### src/rtl/reg_cpu_arbiter.sv
// Round-robin arbiter sharing one register bus among N_REQ masters, with a
// per-access timeout so a silent slave cannot hang the bus.
module reg_cpu_arbiter #(
    parameter int N_REQ   = 2,
    parameter int ADDR_W  = 16,
    parameter int DATA_W  = 32,
    parameter int TIMEOUT = 64
) (
    input  logic                    clk,
    input  logic                    rst_n,
    input  logic [N_REQ-1:0]        req_i,
    input  logic [N_REQ-1:0]        req_we_i,
    input  logic [N_REQ*ADDR_W-1:0] req_addr_i,
    input  logic [N_REQ*DATA_W-1:0] req_wdata_i,
    output logic [N_REQ-1:0]        ack_o,
    output logic [N_REQ-1:0]        err_o,
    output logic [DATA_W-1:0]       rdata_o,
    output logic                    reg_cs,
    output logic                    reg_we,
    output logic [ADDR_W-1:0]       reg_addr,
    output logic [DATA_W-1:0]       reg_wdata,
    input  logic [DATA_W-1:0]       reg_rdata,
    input  logic                    reg_ack,
    output logic [1:0]              o_dbg_state
);

    localparam int IDX_W = $clog2(N_REQ);
    localparam int TMR_W = $clog2(TIMEOUT);
    localparam logic [IDX_W-1:0] LAST_RST = IDX_W'(N_REQ - 1);
    localparam logic [TMR_W-1:0] TMR_MAX  = TMR_W'(TIMEOUT - 1);

    // Handshake: a master holds req_i[k] with stable we/addr/wdata until it
    // sees the one-cycle ack_o[k]; the slave holds nothing and answers with
    // a one-cycle reg_ack while reg_cs is high.
    typedef enum logic [1:0] {
        S_IDLE = 2'd0,
        S_BUSY = 2'd1,
        S_DONE = 2'd2
    } state_t;

    state_t             r_state,  w_state_nxt;
    logic [IDX_W-1:0]   r_last,   w_last_nxt;
    logic [IDX_W-1:0]   r_idx,    w_idx_nxt;
    logic [TMR_W-1:0]   r_timer,  w_timer_nxt;
    logic               r_cs,     w_cs_nxt;
    logic               r_we,     w_we_nxt;
    logic [ADDR_W-1:0]  r_addr,   w_addr_nxt;
    logic [DATA_W-1:0]  r_wdata,  w_wdata_nxt;
    logic [N_REQ-1:0]   r_ack,    w_ack_nxt;
    logic [N_REQ-1:0]   r_err,    w_err_nxt;
    logic [DATA_W-1:0]  r_rdata,  w_rdata_nxt;
    logic [IDX_W-1:0]   w_win;
    logic               w_any;

    // Search starts one past the last owner so every master gets a turn.
    always_comb begin
        int c;
        w_win = '0;
        w_any = 1'b0;
        c     = 0;
        for (int i = 0; i < N_REQ; i++) begin
            c = int'(r_last) + 1 + i;
            if (c >= N_REQ) c = c - N_REQ;
            if (!w_any && req_i[IDX_W'(c)]) begin
                w_any = 1'b1;
                w_win = IDX_W'(c);
            end
        end
    end

    always_comb begin
        w_state_nxt = r_state;
        w_last_nxt  = r_last;
        w_idx_nxt   = r_idx;
        w_timer_nxt = r_timer;
        w_cs_nxt    = r_cs;
        w_we_nxt    = r_we;
        w_addr_nxt  = r_addr;
        w_wdata_nxt = r_wdata;
        w_ack_nxt   = '0;
        w_err_nxt   = '0;
        w_rdata_nxt = r_rdata;
        case (r_state)
            S_IDLE: begin
                if (w_any) begin
                    w_idx_nxt   = w_win;
                    w_we_nxt    = req_we_i[w_win];
                    w_addr_nxt  = req_addr_i[w_win*ADDR_W +: ADDR_W];
                    w_wdata_nxt = req_wdata_i[w_win*DATA_W +: DATA_W];
                    w_cs_nxt    = 1'b1;
                    w_timer_nxt = '0;
                    w_state_nxt = S_BUSY;
                end
            end
            S_BUSY: begin
                // An ack in the final timer cycle still counts as success.
                if (reg_ack) begin
                    w_rdata_nxt      = reg_rdata;
                    w_ack_nxt[r_idx] = 1'b1;
                    w_cs_nxt         = 1'b0;
                    w_state_nxt      = S_DONE;
                end else if (r_timer == TMR_MAX) begin
                    w_rdata_nxt      = '0;
                    w_ack_nxt[r_idx] = 1'b1;
                    w_err_nxt[r_idx] = 1'b1;
                    w_cs_nxt         = 1'b0;
                    w_state_nxt      = S_DONE;
                end else begin
                    w_timer_nxt = r_timer + TMR_W'(1);
                end
            end
            S_DONE: begin
                w_last_nxt  = r_idx;
                w_state_nxt = S_IDLE;
            end
            default: w_state_nxt = S_IDLE;
        endcase
    end

    always_ff @(posedge clk or negedge rst_n) begin
        if (!rst_n) begin
            r_state <= S_IDLE;
            r_last  <= LAST_RST;
            r_idx   <= '0;
            r_timer <= '0;
            r_cs    <= 1'b0;
            r_we    <= 1'b0;
            r_addr  <= '0;
            r_wdata <= '0;
            r_ack   <= '0;
            r_err   <= '0;
            r_rdata <= '0;
        end else begin
            r_state <= w_state_nxt;
            r_last  <= w_last_nxt;
            r_idx   <= w_idx_nxt;
            r_timer <= w_timer_nxt;
            r_cs    <= w_cs_nxt;
            r_we    <= w_we_nxt;
            r_addr  <= w_addr_nxt;
            r_wdata <= w_wdata_nxt;
            r_ack   <= w_ack_nxt;
            r_err   <= w_err_nxt;
            r_rdata <= w_rdata_nxt;
        end
    end

    assign ack_o       = r_ack;
    assign err_o       = r_err;
    assign rdata_o     = r_rdata;
    assign reg_cs      = r_cs;
    assign reg_we      = r_we;
    assign reg_addr    = r_addr;
    assign reg_wdata   = r_wdata;
    assign o_dbg_state = r_state;

endmodule

### config.mk
export PLATFORM = sky130hd
export DESIGN_NAME = reg_cpu_arbiter
export DESIGN_NICKNAME = d
export VERILOG_FILES = /design/src/rtl/reg_cpu_arbiter.sv
export SDC_FILE = /design/constraint.sdc
export NUM_CORES = 1
export LEC_CHECK = 0
export ABC_AREA = 1
export CELL_PAD_IN_SITES_DETAIL_PLACEMENT = 1
export CELL_PAD_IN_SITES_GLOBAL_PLACEMENT = 1
export CORE_MARGIN = 2
export CORE_UTILIZATION = 47
export DETAILED_ROUTE_END_ITERATION = 12
export DONT_BUFFER_PORTS = 1
export PLACE_DENSITY = 0.95
export SYNTH_ARGS = -nofsm -noshare
export SYNTH_HDL_FRONTEND = slang
export SYNTH_SLANG_ARGS = --single-unit
### constraint.sdc
create_clock -name clk -period 2.74 [get_ports clk]
set_input_delay 0.274 -clock clk [delete_from_list [all_inputs] [get_ports clk]]
set_output_delay 0.274 -clock clk [all_outputs]
set_load 0.01 [all_outputs]
==> impl_metrics.csv, run 1 <==
group,metric,value,unit
run_status,outcome,"complete, no violations",
route,detail-route-antenna-nets,0,
logic_synthesis,netlist_instances,490,
logic_synthesis,synth_cell_types,25,
route,drc,0,
final_layout,postLayoutCoreUtil,0.505,
timing,slew_violations,0,
timing,post-route-period-util,0.855,
global_route,grt_overflow,0,
route,detail_route.wl_per_cell,19.1,um
route,routed_wl,11200,um
pwr,leakage,2.11,nW
setup_path,r2r_slack,0.40,ns
route,first_iter_violations,65,
timing,hold_viol,0,
final_layout,diodes,0,
global_route,grt_usage,0.228,
global_route,grt_max_degree,97,
timing,skew,0.0117,ns
placement,detailed_place_hpwl,7950,um
cts,root_buffer,"clkbuf_8",
timing,max-slew-margin-rel,0.330,
global_route,grt_pass1_wl,17900,um
setup_path,crit_arrival,2.57,ns
floorplanning,design.core.area,8680,um^2
timing,fin_crit,2.34,ns
logic_synthesis,yosysSeqAreaShare,0.576,
final_layout,nNetsFinal,611,
setup_path,timing.critical_path.slowest_stage_cell,"nor2_4",
logic_synthesis,netlist_area,4170,um^2
logic_synthesis,synth_nets,626,
floorplanning,die_area,9650,um^2
cts,numCtsBuffers,9,
cts,cts_tree,"built",
setup_path,max_stage_delay,0.77,ns
pwr,powerDensity,1110,nW/um^2
cts,insertion_delay,0.35,ns
logic_synthesis,yosysTopAreaCellShare,0.570,
setup_path,path_max_fanout,50,
setup_path,start_kind,"register",
setup_path,required,2.97,ns
pwr,worst_ir_drop_vdd,0.000431,V
setup_path,crit_chain,"nor2_4, inv_2, nor2_1, o21ai_0",
timing,setup_violations,0,
final_layout,syn2layout_area_growth,5.07,%
route,num_vias,3395,
logic_synthesis,synth_warnings,0,
timing,rsz0062_at_grt,"false",
setup_path,r2r_end,"reg_wdata[3]",
placement,numPortBuffers,0,
route,drtPass1Iterations,4,
placement,gp_congestion,0.781,
setup_path,path_class,"reg2reg",
final_layout,drive_above_1_share,0.0646,
hold_path,hold_start,"reg_rdata[13]",
logic_synthesis,synth_area_leader_cell,"dfrtp_1",
floorplanning,die-height,98.2,um
cts,clk_pin_slew,0.10,ns
hold_path,holdPathStages,2,
cts,clock_path_buffers,2,
floorplanning,dieWidth,98.2,um
hold_path,min_to,"rdata_o[13]",
global_route,grt_antenna_before_repair,0,
route,route.met3.wl,974,um
cts,htreeDepth,3,
hold_path,worstHoldPathType,"in2reg",
global_route,grt_pass1_vias,3670,
timing,fin_setup_tns,0,ns
route,dr.max_layer_used,"met4",
cts,cts_sinks,96,
floorplanning,start_util,0.481,
setup_path,reg2reg_from,"r_last",
floorplanning,ios,223,
route,avgViaCountPerCell,5.77,
flow_run,maxCapViolations,0,
route,wl_met1,4220,um
timing,worstMarginPinSlew,1.00,ns
logic_synthesis,syn_avg_cell_area,8.52,um^2
route,route.met2.wl,5740,um
floorplanning,rows,34,
setup_path,end_kind,"register",
timing,fmax,0.427,GHz
cts,postCtsResizedCells,0,
logic_synthesis,synth.area.top_cells,"dfrtp_1 57%, nand2_1 13%, o21ai_0 8.4%",
setup_path,ff2ff_path_depth,4,
logic_synthesis,ys_seq_elements,96,
pwr,power,4.87,mW
==> placed cells by master (no fill, tap or decap), types with 2 or more instances in the layout <==
master,count
nand2_2,3
clkbuf_8,12
nor2_1,56
nand2_1,141
nand3_1,36
buf_4,2
o21ai_1,31
nor2_4,2
clkinvlp_4,3
nor3_1,2
o21ai_0,70
inv_1,12
inv_2,3
dfrtp_1,95
==> worst max-delay path by stage <==
stage / start / end / slack, ns / cells past startpoint
after floorplan: r_timer[0] / reg_cs / 1.45 / 7
after detailed placement: r_last / reg_wdata[3] / 0.41 / 4
after CTS: r_last / reg_wdata[3] / 0.39 / 4
final: r_last / reg_wdata[3] / 0.40 / 4
after global placement: r_last / reg_wdata[28] / 0.60 / 4
after global routing: r_last / reg_wdata[3] / 0.19 / 4
==> cell families (layout without fill, tap and decap cells) <==
family,Yosys count,count (layout),share of synthesized area
AOI/OAI and AO/OA,104,104,0.126
xor gates and xnor gates,1,1,0.00210
adders and majority gates,1,1,0.00300
buffers and inverters,45,35,0.0540
DFF,96,96,0.576
and+or+nand+nor,243,243,0.239
==> report_power, final <==
| part | leakage (nW) | switching (mW) | internal (mW) |
|---|---|---|---|
| registers | 1.19 | 0.832 | 2.07 |
| logic | 0.829 | 0.721 | 0.363 |
| clock network | 0.0906 | 0.485 | 0.404 |
==> sequential cells by signal (all words and copies together) (netlist names) <==
signal and count:
reg_we 1, o_dbg_state 2, r_idx 1, rdata_o 32
reg_cs 1, r_last 1, err_o 2, reg_wdata 32
ack_o 2, reg_addr 16, r_timer 6
==> routing by layer <==
layer  track usage  vias to the layer above
met5             0                        -
met4        0.0906                        0
met3        0.0687                       27
met2         0.404                      152
met1         0.258                     1664
li1              -                     1552
==> worst max-delay path: cells and delay by family (launching register included) <==
family,cells,cell delay [ns]
AO/OA/AOI/OAI,1,0.13
buffers and inverters,1,0.60
flip-flops,1,0.40
AND/OR/NAND/NOR,2,1.04
==> area by class of cell <==
| cell class | count | area (um^2) |
|---|---|---|
| timing repair buffer | 4 | 52.6 |
| sequential | 96 | 2400 |
| clock inverter | 4 | 27.5 |
| clock buffer | 12 | 165 |
| tap | 108 | 135 |
| multi-input combinational | 349 | 1550 |
| inverter | 15 | 56.3 |
| fill | 1025 | 4290 |
==> cells in the mapped netlist (all sizes together) <==
master    n
nand2   145
o21ai   101
dfrtp    95
nor2     59
nand3    36
buf      20
inv      15
clkbuf   10
nor3      2
a21oi     1
a31oi     1
dfstp     1
ha        1
nand3b    1
o21bai    1
xnor2     1
==> metrics by stage <==
| stage | worst slack [ns] | cells | hold slack (ns) | area [um^2] |
|---|---|---|---|---|
| floorplan | 1.45 | 490 | -0.0216 | 4170 |
| global placement | 0.603 | 570 | -0.0194 | 4160 |
| detailed placement | 0.408 | 570 | -0.0197 | 4160 |
| CTS | 0.390 | 588 | 0.0431 | 4390 |
| global route | 0.186 | 588 | 0.0602 | 4390 |
| finish | 0.396 | 588 | 0.0657 | 4390 |
==> repair_timing <==
action | CTS | global route
hold endpoints to repair | 96 | 0
hold buffers | 2 | 0
setup buffers | 0 | 0
(Power assumes the default switching activity.)
==> run 2, diff against run 1 <==
CORE_UTILIZATION = 40   (was 47)
PLACE_DENSITY = 0.85   (was 0.95)
==> run 2 against run 1 <==
- critical path depth stayed put
- sequential share of layout area is 0.59 points lower
- clock-buffer cell count down 2
- flip-flop and latch count unchanged
- hold slack got worse by 0.025 ns
- wire length shrank 0.59%
- combinational power about the same
- critical path type unchanged
- largest cell class unchanged
==> impl_metrics.csv, run 2 (synthesis gave the netlist of run 1 again) <==
group,metric,value,unit
timing,setup_violations,0,
cts,clock_path_buffers,2,
global_route,grt_overflow,0,
pwr,p_comb_frac,0.219,
setup_path,timing.critical_path.slowest_stage_cell,"nor2_4",
final_layout,nNetsFinal,611,
pwr,power,4.96,mW
setup_path,max_stage_delay,0.74,ns
timing,post-route-period-util,0.832,
placement,dp_slack,0.413,ns
pwr,worst_ir_drop_vdd,0.000506,V
timing,worstMarginPinSlew,0.957,ns
route,detail-route-antenna-nets,0,
route,drtPass1Iterations,4,
route,drc,0,
placement,gp_congestion,0.822,
global_route,met3_usage,0.0730,
final_layout,diodes,0,
global_route,grt_max_degree,97,
route,avgViaCountPerCell,5.38,
cts,postCtsResizedCells,0,
global_route,use_met1,0.238,
timing,slew_violations,0,
hold_path,worstHoldPathType,"in2reg",
placement,detailed_place_hpwl,7760,um
floorplanning,start_util,0.408,
setup_path,path_class,"reg2reg",
route,routed_wl,11200,um
pwr,clockPowerShare,0.196,
cts,cts_setup_buffers,0,
setup_path,end_kind,"register",
cts,cts_tree,"built",
timing,max-slew-margin-rel,0.361,
pwr,intPower,2.88,mW
final_layout,drive_above_1_share,0.0646,
pwr,leakage,2.13,nW
cts,insertion_delay,0.37,ns
route,detail_route.wl_per_cell,18.1,um
global_route,grt-busiest-layer,"met2",
setup_path,crit_chain,"nor2_4, inv_2, nor2_1, o21ai_0",
cts,htreeDepth,3,
timing,fin_ws,0.461,ns
global_route,grt_pass1_vias,3481,
floorplanning,rows,37,
floorplanning,die_area,11300,um^2
global_route,use_met2,0.338,
final_layout,postLayoutCoreUtil,0.433,
route,num_vias,3313,
final_layout,mostFrequentLayoutCells,"141 x nand2_1, 95 x dfrtp_1, 70 x o21ai_0",
timing,hold_viol,0,
route,first_iter_violations,155,
setup_path,required,3.00,ns
pwr,switching_share,0.419,
floorplanning,ios,223,
floorplanning,design.core.area,10200,um^2
timing,fmax,0.439,GHz
run_status,outcome,"complete, no violations",
final_layout,syn2layout_area_growth,6.21,%
global_route,grt_usage,0.202,
pwr,power_frac_seq,0.586,
timing,fin_setup_tns,0,ns
global_route,grt_pass1_wl,17900,um
cts,cts_sinks,96,
cts,root_buffer,"clkbuf_8",
final_layout,fillers,1229,
cts,clk_pin_slew,0.10,ns
timing,fin_crit,2.28,ns
setup_path,path_max_fanout,50,
floorplanning,dieWidth,106,um
pwr,powerDensity,1120,nW/um^2
timing,skew,0.0104,ns
cts,numCtsBuffers,9,
global_route,grt_antenna_before_repair,0,
pwr,power_switching,2.08,mW
floorplanning,die-height,106,um
setup_path,crit_arrival,2.54,ns
setup_path,start_kind,"register",
placement,numPortBuffers,0,
timing,rsz0062_at_grt,"false",
flow_run,maxCapViolations,0,
final_layout,final_common_cell,"nand2_1",
-- run 2: final timing paths --
| kind | depth (start not counted) | slack [ns] | from | to |
|---|---|---|---|---|
| max | 4 | 0.46 | r_last | reg_wdata[8] |
| min | 2 | 0.04 | reg_rdata[26] | rdata_o[26] |
| max reg2reg | 4 | 0.46 | r_last | reg_wdata[8] |
| min reg2reg | 2 | 0.53 | r_timer[1] | r_timer[1] |
| max in group asynchronous | 2 | 1.83 | rst_n | reg_addr[0] |
| min in group asynchronous | 2 | 0.51 | rst_n | r_timer[5] |
-- run 2: worst max-delay path, delay by kind of cell (launching register included) --
| kind | cells | cell delay (ns) |
|---|---|---|
| AOI/OAI and AO/OA | 1 | 0.11 |
| buffers and inverters | 1 | 0.59 |
| and+or+nand+nor | 2 | 1.02 |
| DFF | 1 | 0.41 |
-- run 2: metrics by stage --
step / instances / hold slack, ns / cell area, um^2
2_1_floorplan: 490 / -0.0216 / 4170
3_3_place_gp: 598 / -0.0190 / 4190
3_5_place_dp: 598 / -0.0197 / 4190
4_1_cts: 616 / 0.0241 / 4430
5_1_grt: 616 / 0.0149 / 4430
6_report: 616 / 0.0408 / 4430
-- run 2: metal layers --
layer | up-vias | routed length, um | part of all wire
li1 | 1552 | - | -
met3 | 17 | 1100 | 0.098
met5 | - | 0 | 0
met2 | 151 | 5460 | 0.49
met1 | 1593 | 4410 | 0.39
met4 | 0 | 204 | 0.018
-- run 2: area by class of cell --
cell class | instances | area [um^2] | share of cell area
clock inverter | 6 | 67.6 | 0.0152
multi-input combinational | 349 | 1550 | 0.349
timing repair buffer | 4 | 52.6 | 0.0119
sequential | 96 | 2400 | 0.542
tap | 136 | 170 | 0.0384
inverter | 15 | 56.3 | 0.0127
clock buffer | 10 | 138 | 0.0310
-- run 2: power by group through the flow --
stage | registers, mW | clock network [mW] | logic, mW
2_1_floorplan | 2.73 | 0 | 0.899
3_3_place_gp | 2.90 | 0 | 0.976
3_5_place_dp | 2.93 | 0 | 1.09
4_1_cts | 2.91 | 1.00 | 1.12
5_1_grt | 2.98 | 1.06 | 1.29
6_report | 2.90 | 0.970 | 1.08
-- run 2: repair_timing --
action | 4_1_cts | 5_1_grt
hold buffers | 2 | 0
endpoints found under the hold margin | 96 | 0
setup endpoints to repair | 0 | 0
==> run 3, diff against run 2 <==
CORE_UTILIZATION = 39   (was 40)
PLACE_DENSITY = 0.86   (was 0.85)
clock period = 2.01 ns   (was 2.74 ns; I/O delays follow)
==> run 3 against run 2 <==
- the run now ends with negative hold slack left
- hold slack got worse by 0.51 ns
- final area rose by 11%
- sequential share of layout area fell by 5.6 points
- non-clock buffer count rose by 52
- register-to-register slack got worse by 0.30 ns
- global-route usage rose by 1.9 points
- final cell count rose by 8.3%
- critical path depth rose by 1
- worst setup slack got worse by 0.30 ns
- via count rose by 7.1%
- flip-flop and latch count did not move
- die area rose by 2.5%
- critical endpoint is now rdata_o[27]
- largest power group unchanged
- highest routed layer unchanged
==> impl_metrics.csv, run 3 (synthesis gave the netlist of run 1 again) <==
group,metric,value,unit
run_status,outcome,"complete, but fails checks",
run_status,violations,"negative hold slack",
pwr,power_frac_seq,0.570,
pwr,switching_share,0.407,
final_layout,final_common_cell,"nand2_1",
floorplanning,design.core.area,10400,um^2
route,detail-route-antenna-nets,0,
timing,fmax,0.540,GHz
timing,max-slew-margin-rel,0.448,
timing,worstMarginPinSlew,0.825,ns
cts,numCtsBuffers,9,
final_layout,syn2layout_area_growth,18.3,%
route,routed_wl,12700,um
route,wl_met1,4700,um
cts,cts_hold_buf,44,
timing,rsz0062_at_grt,"false",
placement,gp_congestion,0.768,
global_route,grt_max_degree,97,
pwr,power,6.94,mW
timing,fin_crit,1.85,ns
cts,cts_sinks,96,
route,first_iter_violations,197,
final_layout,mostFrequentLayoutCells,"141 x nand2_1, 95 x dfrtp_1, 70 x o21ai_0",
timing,post-route-period-util,0.922,
route,num_vias,3549,
floorplanning,rows,37,
cts,clock_path_buffers,2,
route,dr.max_layer_used,"met4",
pwr,intPower,4.11,mW
setup_path,crit_chain,"inv_1, nor2_4, nand3_1, dlygate4sd3_1, nand2_1",
pwr,worst_ir_drop_vdd,0.000560,V
pwr,p_comb_frac,0.234,
timing,setup_violations,0,
pwr,leakage,2.32,nW
placement,numPortBuffers,0,
cts,insertion_delay,0.35,ns
floorplanning,die-height,107,um
cts,root_buffer,"clkbuf_8",
global_route,grt_pass1_vias,3967,
global_route,grt_antenna_before_repair,0,
timing,skew,0.00869,ns
route,route.met3.wl,1110,um
setup_path,end_kind,"register",
setup_path,path_class,"reg2reg",
floorplanning,dieWidth,107,um
setup_path,ff2ff_path_depth,5,
cts,cts_tree,"built",
global_route,grt_overflow,0,
route,route.met2.wl,6670,um
timing,slew_violations,0,
final_layout,diodes,0,
floorplanning,start_util,0.403,
timing,hold_viol,96,
pwr,power_switching,2.83,mW
flow_run,maxCapViolations,0,
setup_path,start_kind,"register",
setup_path,crit_arrival,2.15,ns
floorplanning,die_area,11500,um^2
global_route,grt_usage,0.221,
floorplanning,ios,223,
global_route,grt_pass1_wl,19700,um
final_layout,drive_above_1_share,0.0621,
setup_path,timing.critical_path.slowest_stage_cell,"dlygate4sd3_1",
timing,holdWs,-0.469,ns
final_layout,regArea,2400,um^2
route,drtPass1Iterations,4,
timing,fin_setup_tns,0,ns
final_layout,multi_input_area,1550,um^2
setup_path,required,2.31,ns
final_layout,fillers,1227,
setup_path,max_stage_delay,0.59,ns
final_layout,nNetsFinal,663,
cts,postCtsResizedCells,0,
setup_path,r2r_slack,0.16,ns
cts,cts_setup_buffers,0,
route,avgViaCountPerCell,5.32,
pwr,clockPowerShare,0.196,
cts,clk_pin_slew,0.09,ns
pwr,powerDensity,1410,nW/um^2
route,drc,0,
cts,htreeDepth,3,
hold_path,worstHoldPathType,"in2async",
setup_path,path_max_fanout,16,
route,detail_route.wl_per_cell,19.1,um
placement,detailed_place_hpwl,8160,um
==> run 3: critical path, delay by kind of cell, from the launching register on <==
kind | cells | cell delay [ns]
buf+inv | 2 | 0.72
flops | 1 | 0.47
simple gates | 3 | 0.59
==> run 3: routing by layer <==
metal  GRT usage  up-vias
met5           0        -
met3      0.0763       17
met1       0.234     1707
li1            -     1655
met2       0.408      170
met4      0.0714        0
==> run 3: final cells by class <==
type | count | area share
sequential | 96 | 0.487
clock buffer | 10 | 0.0258
tap | 136 | 0.0344
timing repair buffer | 56 | 0.112
multi-input combinational | 349 | 0.313
clock inverter | 5 | 0.0165
inverter | 15 | 0.0114
==> run 3: worst paths after layout <==
path,start,to
max,o_dbg_state[0],rdata_o[27]
min,rst_n,rdata_o[11]
max reg2reg,o_dbg_state[0],rdata_o[27]
min reg2reg,r_idx,ack_o[0]
max in group asynchronous,rst_n,r_last
min in group clk,req_wdata_i[44],reg_wdata[12]
==> run 3: power by group through the flow <==
stage / clock, mW / sequential (mW) / combinational [mW]
finish: 1.36 / 3.96 / 1.63
global route: 1.49 / 4.08 / 1.90
CTS: 1.40 / 3.96 / 1.61
detailed placement: 0 / 3.97 / 1.53
global placement: 0 / 3.96 / 1.38
floorplan: 0 / 3.72 / 1.22
==> run 3: per-stage QoR <==
step / area (um^2) / cells / worst slack [ns] / util
floorplan: 4170 / 490 / 0.716 / -
global placement: 4240 / 603 / 0.412 / 0.409
detailed placement: 4240 / 603 / 0.295 / 0.409
CTS: 4890 / 662 / 0.202 / 0.472
global route: 4940 / 667 / 0.0553 / 0.476
finish: 4940 / 667 / 0.157 / 0.476
